## config.mk

```make
export PLATFORM = sky130hd
export DESIGN_NAME = decoder_bs_fetch
export DESIGN_NICKNAME = d
export VERILOG_FILES = /design/src/rtl/decoder_pkg.sv /design/src/rtl/decoder_bs_fifo.sv /design/src/rtl/decoder_bs_fetch.sv
export SDC_FILE = /design/constraint.sdc
export NUM_CORES = 1
export LEC_CHECK = 0
export CORE_MARGIN = 10
export CORE_UTILIZATION = 47
export DETAILED_ROUTE_END_ITERATION = 10
export PLACE_DENSITY = 0.81
export SLEW_MARGIN = 0
export SYNTH_ARGS = -nofsm -noshare
export SYNTH_HDL_FRONTEND = slang
export SYNTH_SLANG_ARGS = --single-unit
```

## constraint.sdc

```tcl
create_clock -name clk_i -period 4.45 [get_ports clk_i]
set_input_delay 1.1125 -clock clk_i [delete_from_list [all_inputs] [get_ports clk_i]]
set_output_delay 1.1125 -clock clk_i [all_outputs]
set_load 0.1 [all_outputs]
```

## src/rtl/decoder_pkg.sv

```systemverilog
// Shared types and constants for the decoder bitstream fetch path.
package decoder_pkg;

  typedef enum logic [1:0] {
    BS_IDLE  = 2'd0,
    BS_FETCH = 2'd1,
    BS_DRAIN = 2'd2,
    BS_FLUSH = 2'd3
  } bs_fetch_state_e;

  localparam int unsigned BS_WORD_BYTES = 8;
  // Low address bits that are cleared when base/end are captured.
  localparam int unsigned BS_ADDR_ALIGN_MASK = BS_WORD_BYTES - 1;

endpackage

```

## src/rtl/decoder_bs_fifo.sv

```systemverilog
// Synchronous FIFO with clear; head word is visible combinationally while not empty.
module decoder_bs_fifo
  import decoder_pkg::*;
#(
  parameter int WIDTH = 64,
  parameter int DEPTH = 4,
  localparam int CW = $clog2(DEPTH) + 1
) (
  input  logic             clk_i,
  input  logic             rst_i,
  input  logic             clear_i,
  input  logic             push_i,
  input  logic [WIDTH-1:0] push_data_i,
  input  logic             pop_i,
  output logic [WIDTH-1:0] head_o,
  output logic             full_o,
  output logic             empty_o,
  output logic [CW-1:0]    count_o
);
  localparam int PW = $clog2(DEPTH);

  logic [WIDTH-1:0] mem_q [DEPTH];
  logic [PW-1:0]    wr_ptr_q, wr_ptr_d, rd_ptr_q, rd_ptr_d;
  logic [CW-1:0]    count_q, count_d;
  logic             do_push, do_pop;

  always_comb begin
    do_push  = push_i && (count_q != CW'(DEPTH)) && !clear_i;
    do_pop   = pop_i && (count_q != '0) && !clear_i;
    wr_ptr_d = wr_ptr_q;
    rd_ptr_d = rd_ptr_q;
    count_d  = count_q;
    if (clear_i) begin
      wr_ptr_d = '0;
      rd_ptr_d = '0;
      count_d  = '0;
    end else begin
      if (do_push) wr_ptr_d = wr_ptr_q + PW'(1);
      if (do_pop)  rd_ptr_d = rd_ptr_q + PW'(1);
      case ({do_push, do_pop})
        2'b10:   count_d = count_q + CW'(1);
        2'b01:   count_d = count_q - CW'(1);
        default: count_d = count_q;
      endcase
    end
  end

  always_ff @(posedge clk_i) begin
    if (rst_i) begin
      wr_ptr_q <= '0;
      rd_ptr_q <= '0;
      count_q  <= '0;
    end else begin
      wr_ptr_q <= wr_ptr_d;
      rd_ptr_q <= rd_ptr_d;
      count_q  <= count_d;
    end
  end

  always_ff @(posedge clk_i) begin
    if (do_push) mem_q[wr_ptr_q] <= push_data_i;
  end

  assign head_o  = mem_q[rd_ptr_q];
  assign full_o  = (count_q == CW'(DEPTH));
  assign empty_o = (count_q == '0);
  assign count_o = count_q;

endmodule

```

## src/rtl/decoder_bs_fetch.sv

```systemverilog
// Bitstream fetch: reads [base, end) from data memory in 64-bit words and streams them to the parser.
// Define DECODER_BS_FETCH_BYTESWAP_EN to byte-reverse each word into big-endian H.264 order.
`ifndef CORE_DATAWIDTH
`define CORE_DATAWIDTH 32
`endif
`ifndef CORE_ADDRWIDTH
`define CORE_ADDRWIDTH 32
`endif

module decoder_bs_fetch
  import decoder_pkg::*;
#(
  parameter int DMEM_DATA_WIDTH = 64,
  parameter int ACC_DATA_WIDTH  = `CORE_DATAWIDTH,
  parameter int ACC_ADDR_WIDTH  = `CORE_ADDRWIDTH,
  parameter int FIFO_DEPTH      = 4
) (
  input  logic                       clk_i,
  input  logic                       rst_i,
  input  logic                       start_i,
  input  logic                       flush_i,
  input  logic [ACC_DATA_WIDTH-1:0]  rf_buffer_req_base_i,
  input  logic [ACC_DATA_WIDTH-1:0]  rf_buffer_req_end_i,
  output logic                       mem_req_o,
  output logic [ACC_ADDR_WIDTH-1:0]  mem_addr_o,
  input  logic                       mem_gnt_i,
  input  logic                       mem_rvalid_i,
  input  logic [DMEM_DATA_WIDTH-1:0] mem_rdata_i,
  output logic                       bs_valid_o,
  output logic [DMEM_DATA_WIDTH-1:0] bs_data_o,
  input  logic                       bs_ready_i,
  output logic                       busy_o,
  output logic                       done_o
);
  localparam int AW = ACC_ADDR_WIDTH;
  localparam int CW = $clog2(FIFO_DEPTH) + 1;

  bs_fetch_state_e state_q, state_d;
  logic [AW-1:0] next_addr_q, next_addr_d, end_addr_q, end_addr_d;
  logic [CW-1:0] outstanding_q, outstanding_d;
  logic          done_q, done_d;

  logic [AW-1:0] base_aligned, end_aligned;
  logic [AW:0]   addr_plus;
  logic          range_empty, last_grant, room;
  logic          grant_take, rvalid_take, flush_take, active;
  logic          fifo_push, fifo_pop, fifo_full, fifo_empty;
  logic [CW-1:0] fifo_count;
  logic [DMEM_DATA_WIDTH-1:0] push_word;

  assign base_aligned = rf_buffer_req_base_i[AW-1:0] & ~AW'(BS_ADDR_ALIGN_MASK);
  assign end_aligned  = rf_buffer_req_end_i[AW-1:0] & ~AW'(BS_ADDR_ALIGN_MASK);
  assign range_empty  = (end_aligned <= base_aligned);
  assign addr_plus    = {1'b0, next_addr_q} + (AW+1)'(BS_WORD_BYTES);
  assign last_grant   = (addr_plus >= {1'b0, end_addr_q});
  // Counting in-flight reads against free FIFO slots means returned data always has a home.
  assign room         = ({1'b0, fifo_count} + {1'b0, outstanding_q}) < (CW+1)'(FIFO_DEPTH);

  always_ff @(posedge clk_i) begin
    if (rst_i) state_q <= BS_IDLE;
    else       state_q <= state_d;
  end

  always_comb begin
    state_d = state_q;
    case (state_q)
      BS_IDLE:  if (start_i && !flush_i && !range_empty) state_d = BS_FETCH;
      BS_FETCH: begin
        if (flush_i)                      state_d = BS_FLUSH;
        else if (grant_take && last_grant) state_d = BS_DRAIN;
      end
      BS_DRAIN: begin
        if (flush_i)                                    state_d = BS_FLUSH;
        else if ((outstanding_q == '0) && fifo_empty) state_d = BS_IDLE;
      end
      BS_FLUSH: if (outstanding_q == '0) state_d = BS_IDLE;
      default:  state_d = BS_IDLE;
    endcase
  end

  always_comb begin
    active        = (state_q == BS_FETCH) || (state_q == BS_DRAIN);
    mem_req_o     = (state_q == BS_FETCH) && room;
    mem_addr_o    = next_addr_q;
    busy_o        = (state_q != BS_IDLE);
    done_o        = done_q;
    grant_take    = mem_req_o && mem_gnt_i;
    rvalid_take   = mem_rvalid_i && (outstanding_q != '0);
    flush_take    = flush_i && active;
    fifo_push     = rvalid_take && active && !flush_take && !fifo_full;
    fifo_pop      = bs_valid_o && bs_ready_i;
    next_addr_d   = next_addr_q;
    end_addr_d    = end_addr_q;
    outstanding_d = outstanding_q;
    done_d        = 1'b0;

    if ((state_q == BS_IDLE) && start_i && !flush_i) begin
      next_addr_d = base_aligned;
      end_addr_d  = end_aligned;
      done_d      = range_empty;
    end
    if (grant_take) next_addr_d = addr_plus[AW-1:0];
    case ({grant_take, rvalid_take})
      2'b10:   outstanding_d = outstanding_q + CW'(1);
      2'b01:   outstanding_d = outstanding_q - CW'(1);
      default: outstanding_d = outstanding_q;
    endcase
    if ((state_q == BS_DRAIN) && !flush_i && (outstanding_q == '0) && fifo_empty)
      done_d = 1'b1;
  end

  always_ff @(posedge clk_i) begin
    if (rst_i) begin
      next_addr_q   <= '0;
      end_addr_q    <= '0;
      outstanding_q <= '0;
      done_q        <= 1'b0;
    end else begin
      next_addr_q   <= next_addr_d;
      end_addr_q    <= end_addr_d;
      outstanding_q <= outstanding_d;
      done_q        <= done_d;
    end
  end

`ifdef DECODER_BS_FETCH_BYTESWAP_EN
  for (genvar gi = 0; gi < DMEM_DATA_WIDTH / 8; gi++) begin : g_swap
    assign push_word[8*gi +: 8] = mem_rdata_i[DMEM_DATA_WIDTH-8-8*gi +: 8];
  end
`else
  assign push_word = mem_rdata_i;
`endif

  decoder_bs_fifo #(
    .WIDTH (DMEM_DATA_WIDTH),
    .DEPTH (FIFO_DEPTH)
  ) u_fifo (
    .clk_i       (clk_i),
    .rst_i       (rst_i),
    .clear_i     (flush_take),
    .push_i      (fifo_push),
    .push_data_i (push_word),
    .pop_i       (fifo_pop),
    .head_o      (bs_data_o),
    .full_o      (fifo_full),
    .empty_o     (fifo_empty),
    .count_o     (fifo_count)
  );

  assign bs_valid_o = !fifo_empty;

endmodule

```

* Word-level counts from Yosys, hierarchy flattened
Memories as Yosys holds them, arrays and structs flattened. A register that Yosys moved wholly into a read port is not among the register bits.
Index checks and enable logic that the tools add are counted.
** Cells by class
- Add/subtract/negate cells :: 8
- $mul :: 0
- Divide/modulo/power cells :: 0
- $lt $le $gt $ge :: 3
- Equality and inequality tests :: 13
- Shifts and indexed selects :: 0
- Mux-type cells :: 17
- Bitwise operators :: 0
- Reduce and logical (&&, ||, !) cells :: 38
** Operators with widths (number)
- two-way mux 32 bit :: 2
- adder 32 x 4 -> 33 bit (second input constant) :: 1
- greater-or-equal comparator 33 x 32 -> 1 bit :: 1
- <= comparator 32 bit :: 1
- logical AND 1 bit :: 21
- two-way mux 2 bit :: 8
- one-hot mux 3 bit (2 select lines) :: 2
- != test 3 bit (second input constant) :: 3
- == test 2 bit (second input constant) :: 4
- one-hot mux 2 bit (4 select lines) :: 1
- nonzero test 2 bit :: 4
- adder 3 x 1 -> 3 bit (second input constant) :: 2
- == test 2 x 1 -> 1 bit (second input constant) :: 3
- zero test 3 bit :: 2
- nonzero test 3 bit :: 2
- subtractor 3 x 1 -> 3 bit (second input constant) :: 2
- zero test 1 bit :: 5
- adder 2 x 1 -> 2 bit (second input constant) :: 2
- adder 3 x 3 -> 4 bit :: 1
- less-than comparator 4 x 3 -> 1 bit (second input constant) :: 1
- two-way mux 1 bit :: 4
- != test 2 bit (second input constant) :: 2
- AND reduction 4 bit :: 1
- == test 3 bit (second input constant) :: 1
- other kinds (3) :: 3
** Storage, ports and cells
- Register bits :: 74
- Bits in latches :: 0
- RAM bits :: 256
- Bits in read-only memories :: 0
- Memories kept :: 1
** Memories
- u_fifo.mem_q :: words 4, width 64, rd ports 1, clocked after Yosys merged registers in 1, write ports 1, line decoder_bs_fifo.sv:22 : logic [WIDTH-1:0] mem_q [DEPTH];

* Logic depth before layout (Yosys ltp)
- Word-level depth :: 10
- Gate-level depth with buffers :: 16
- Mapped depth without buffers :: 15

* Modules after synthesis
A second synthesis with hierarchy kept.
** Unflattened totals
- Cells, all modules :: 1040
- Area total of the unflattened synthesis :: 14687.8 sq um
** By module, submodules not included
- decoder_bs_fifo :: times used 1, cells each 391, area each 9764.4 sq um
- decoder_bs_fetch :: times used 1, cells each 649, area each 4923.5 sq um

* Worst setup path after synthesis
Ideal clock, no wire load.
- Path kind :: reg2reg
- Start :: register next_addr_q[3], in the netlist mem_addr_o[3]
- End :: register state_q[0]
- Setup time :: 136 ps
- Arrival time :: 4168 ps
- Setup slack :: 146 ps
- Stages on the path, launching flop included :: 15
- Path buffers :: 1
- Clock period less this slack :: 4304 ps
- Path through :: dfxtp_1 -> ha_1 -> and3_1 -> buf_2 -> nand4_2 -> nor3b_4 -> nand3_1 -> xnor2_1 -> ha_1 -> nand4_1 -> or4_1 -> o31ai_1 -> o21ai_0 -> a2111oi_0 -> a211oi_1
** On the way
- Word-level cells in the longest chain between the ends :: 5
** RTL lines
- start: declaration :: line decoder_bs_fetch.sv:39 : logic [AW-1:0] next_addr_q, next_addr_d, end_addr_q, end_addr_d;
- start signal: assignment :: line decoder_bs_fetch.sv:119 : next_addr_q <= next_addr_d;
- adder 32 x 4 -> 33 bit :: line decoder_bs_fetch.sv:54 : assign addr_plus = {1'b0, next_addr_q} + (AW+1)'(BS_WORD_BYTES);
- greater-or-equal comparator 33 x 32 -> 1 bit :: line decoder_bs_fetch.sv:55 : assign last_grant = (addr_plus >= {1'b0, end_addr_q});
- logical AND 1 bit :: line decoder_bs_fetch.sv:70 : else if (grant_take && last_grant) state_d = BS_DRAIN;
- != test 3 bit (no source line)
- AND reduction 4 bit (no source line)
- end signal: assignment :: line decoder_bs_fetch.sv:61 : else state_q <= state_d;
- end: declaration :: line decoder_bs_fetch.sv:38 : bs_fetch_state_e state_q, state_d;
No other way between the ends.
A chain may end at the register's enable or synchronous reset.

* Worst setup path in the final report
Ends and elaborated chain as after synthesis.

==> results by group <==
Run status
  • Status: completed

Clock tree
  • Post_cts resized: 0
  • Clock sink total: 329
  • CTS buffer count: 35
  • # Post-CTS Setup Buffers: 0
  • CTS tree: yes
  • Reg clk slew, reported paths: 60 ps
  • Root Driver: clkbuf_16
  • CTS H-Tree Depth: 2
  • Bufs on Longest Clock Path: 3
  • Clk_lat worst skew: 510 ps
  • Cts hold-fix bufs: 0

Logic synthesis
  • Ranking of synthesized cells by area: edfxtp_1, dfxtp_1, mux4_2, ha_1, nand2_1
  • Compound-Gate Fraction of Synth Area: 6.788%
  • Adder-Cell Fraction of Synth Area: 6.462%
  • Area leader, netlist: edfxtp_1
  • Gate Count Post-Synth: 1035
  • XOR/XNOR share of the synthesized area: 2.097%
  • Synth cell types: 63
  • Synth cell count leaders: edfxtp_1, nand2_1, inv_1
  • Sequential fraction of the synthesis area: 62.83%
  • Synth async-reset ratio: 0%
  • Post-synth EDFFs: 256
  • Most used DFF post-synth: edfxtp_1
  • Yosys reg bits: 329
  • Post-Synth Simple-Gate Area: 8.498%
  • Most common cell in the synthesized netlist: edfxtp_1
  • Largest family of logic cells by synthesized area: multiplexers
  • Synth top area share: 52.79%
  • Yosys synthesis warning count: 0
  • Mapped Area: 14560 µm²
  • Syn Area/Cell: 14.07 µm²
  • Post-synthesis mux area share: 9.967%

Critical path
  • Slowest CP cell: or4_1
  • Crit. End Element: flip-flop
  • Most used cell, CP: ha_1
  • Crit path arrival time: 4340 ps
  • Type of the worst setup path: flip-flop to flip-flop
  • CP Max Fanout: 7
  • Worst path cell trace: ha_1 > and3_1 > nand4_2 > nor3b_4 > nand3_1 > xnor2_1 > ha_1 > nand4_1 > or4_1 > o31ai_1 > o21ai_0 > a2111oi_0 > a211oi_1
  • Top delay family on crit path: simple AND/OR/NAND/NOR gates
  • WP data required: 4810 ps
  • Crit-path max cell delay: 520 ps
  • CP Launch Type: flip-flop
  • Worst path buffer plus inverter count: 0

Floorplan
  • Die area: 38420 µm²
  • Site Rows: 64
  • Die X: 196.0 µm
  • Die Ht: 196.0 µm
  • Initial Util: 47.60%
  • Top Ports: 235
  • Core Footprint: 30590 µm²

Power and ir drop
  • Switch share: 27.59%
  • Maximum VDD drop: 190.0 µV
  • Leak: 0.006468 µW
  • Sequential power share: 46.4%
  • Int Pwr: 5404 µW
  • Clock power frac: 36.4%
  • Combinational cell fraction of total power: 17.2%
  • P_sw: 2059 µW
  • PwrDens: 409.7 nW/µm²

Drt
  • DRT antenna net count: 0
  • Drt via density: 5.519
  • Wirelength, routed: 34570 µm
  • DRC Markers: 0
  • Pre-antenna DRT Iters: 5
  • Routed WL per cell: 20.49 µm
  • Initial DRC count: 652
  • Vias: 9311

Cells and area
  • NumNets Final: 1477
  • Layout cells sized above 1: 15.36%
  • Area Growth Syn to Fin: 25.10%

Timing
  • Fmax: 251.6 MHz
  • Setup TNS Final: 0 ps
  • Clk_skew: 20.80 ps
  • Final hold slack: 453.1 ps
  • Slew Limit Fails: 0
  • Tcrit/Tclk final: 89.32%
  • RSZ-0062 raised after global routing: false
  • Final min period: 3975 ps
  • Slew headroom: 29.58%
  • Final setup fails: 0
  • Worst Tran Pin Value: 1053 ps
  • Endpoints failing hold: 0

Global route
  • Global-route wire length before repair: 54170 µm
  • Number of global-route vias before repair: 9522
  • GR Util All Layers: 17.68%
  • Initial antenna violation count: 2
  • Largest net degree at the start of global routing: 65
  • Total global routing overflow: 0

Hold path
  • Worst Hold Class: flip-flop to flip-flop

Placed design
  • Routability cong.: 0.8622
  • HPWL after DPL: 23350 µm
  • IO buf count: 225

Flow run
  • Max_cap viols: 0
power groups by stage:
stage / clock [µW] / sequential [µW] / combinational (µW)
after floorplan: 0 / 3720 / 674
after global placement: 0 / 3520 / 1250
after detailed placement: 0 / 3530 / 1280
after CTS: 2790 / 3460 / 1290
after global routing: 2920 / 3480 / 1380
final: 2720 / 3470 / 1280
worst min-delay path, stage by stage, from the launching register on:
cell	delay, ps
dfxtp_1	300
nand2_1	50
a21oi_1	50
layout make-up:
class,instances,area [µm²]
fill,2296,12370
sequential,329,9154
multi-input combinational,587,4940
timing repair buffer,240,2275
clock buffer,44,929.6
tap,396,495.5
inverter,75,281.5
clock inverter,14,136.4
antenna,2,5.005
stage by stage:
step,worst slack [ps],std cells,total power [µW],utilization (%),area (µm²)
6_report,475.3,1687,7463,59.55,18220
5_1_grt,92.89,1685,7780,59.53,18210
4_1_cts,372.8,1685,7537,59.53,18210
3_5_place_dp,510.0,1627,4806,56.05,17150
3_3_place_gp,569.9,1627,4777,56.05,17150
2_1_floorplan,145.7,1037,4393,-,14570
worst paths after layout:
| kind | startpoint | end | slack (ps) | cells after the start |
|---|---|---|---|---|
| setup / recovery | mem_addr_o[3] | state_q[0] | 480 | 13 |
| hold / removal | end_addr_q[12] | end_addr_q[12] | 450 | 2 |
| hold reg to reg | end_addr_q[12] | end_addr_q[12] | 450 | 2 |
| setup reg to reg | mem_addr_o[3] | state_q[0] | 480 | 13 |
cells in the final DEF, fill, tap and decap left out, types with 5 or more instances in the layout:
| cell | netlist | routed |
|---|---|---|
| xor2_1 | 17 | 17 |
| and4_1 | 5 | 5 |
| clkbuf_1 | 26 | 7 |
| a221oi_1 | 8 | 8 |
| o211ai_1 | 8 | 8 |
| ha_1 | 72 | 72 |
| edfxtp_1 | 256 | 256 |
| and3_1 | 11 | 11 |
| o211a_1 | 5 | 5 |
| clkdlybuf4s50_1 | 0 | 170 |
| clkinv_1 | 1 | 9 |
| mux4_2 | 64 | 64 |
| inv_1 | 74 | 74 |
| a311oi_1 | 6 | 6 |
| a21oi_1 | 68 | 68 |
| nor2_1 | 56 | 56 |
| nand2_1 | 117 | 117 |
| nor3_1 | 5 | 5 |
| a21o_1 | 8 | 8 |
| xnor2_1 | 16 | 16 |
| clkbuf_16 | 0 | 35 |
| nand3_1 | 12 | 12 |
| buf_4 | 5 | 65 |
| o21ai_0 | 25 | 25 |
| dfxtp_1 | 73 | 71 |
| nand4_1 | 16 | 16 |
cells by family after synthesis:
kind of cell / after synthesis
flops: 329
compound gates: 155
other cells: 1
mux: 65
simple gates: 256
xor+xnor: 34
fa+ha+maj: 74
buf+inv: 121
flip-flops by register name, indices dropped and copies added, names as in the netlist, named ones only:
register and count:
outstanding_q 3, u_fifo.wr_ptr_q 2, u_fifo.count_o 3, done_o 1
end_addr_q 29, u_fifo.mem_q 256, mem_addr_o 29, state_q 2
u_fifo.rd_ptr_q 2
layer usage:
metal  global-route usage (%)  vias to the layer above  wire length [µm]
li1                         -                     4343                 -
met1                    22.71                     4551             14250
met2                    28.48                      362             16270
met3                    5.763                       53              3411
met4                    4.242                        2               619
met5                        0                        -                13
(Power assumes the default switching activity.)
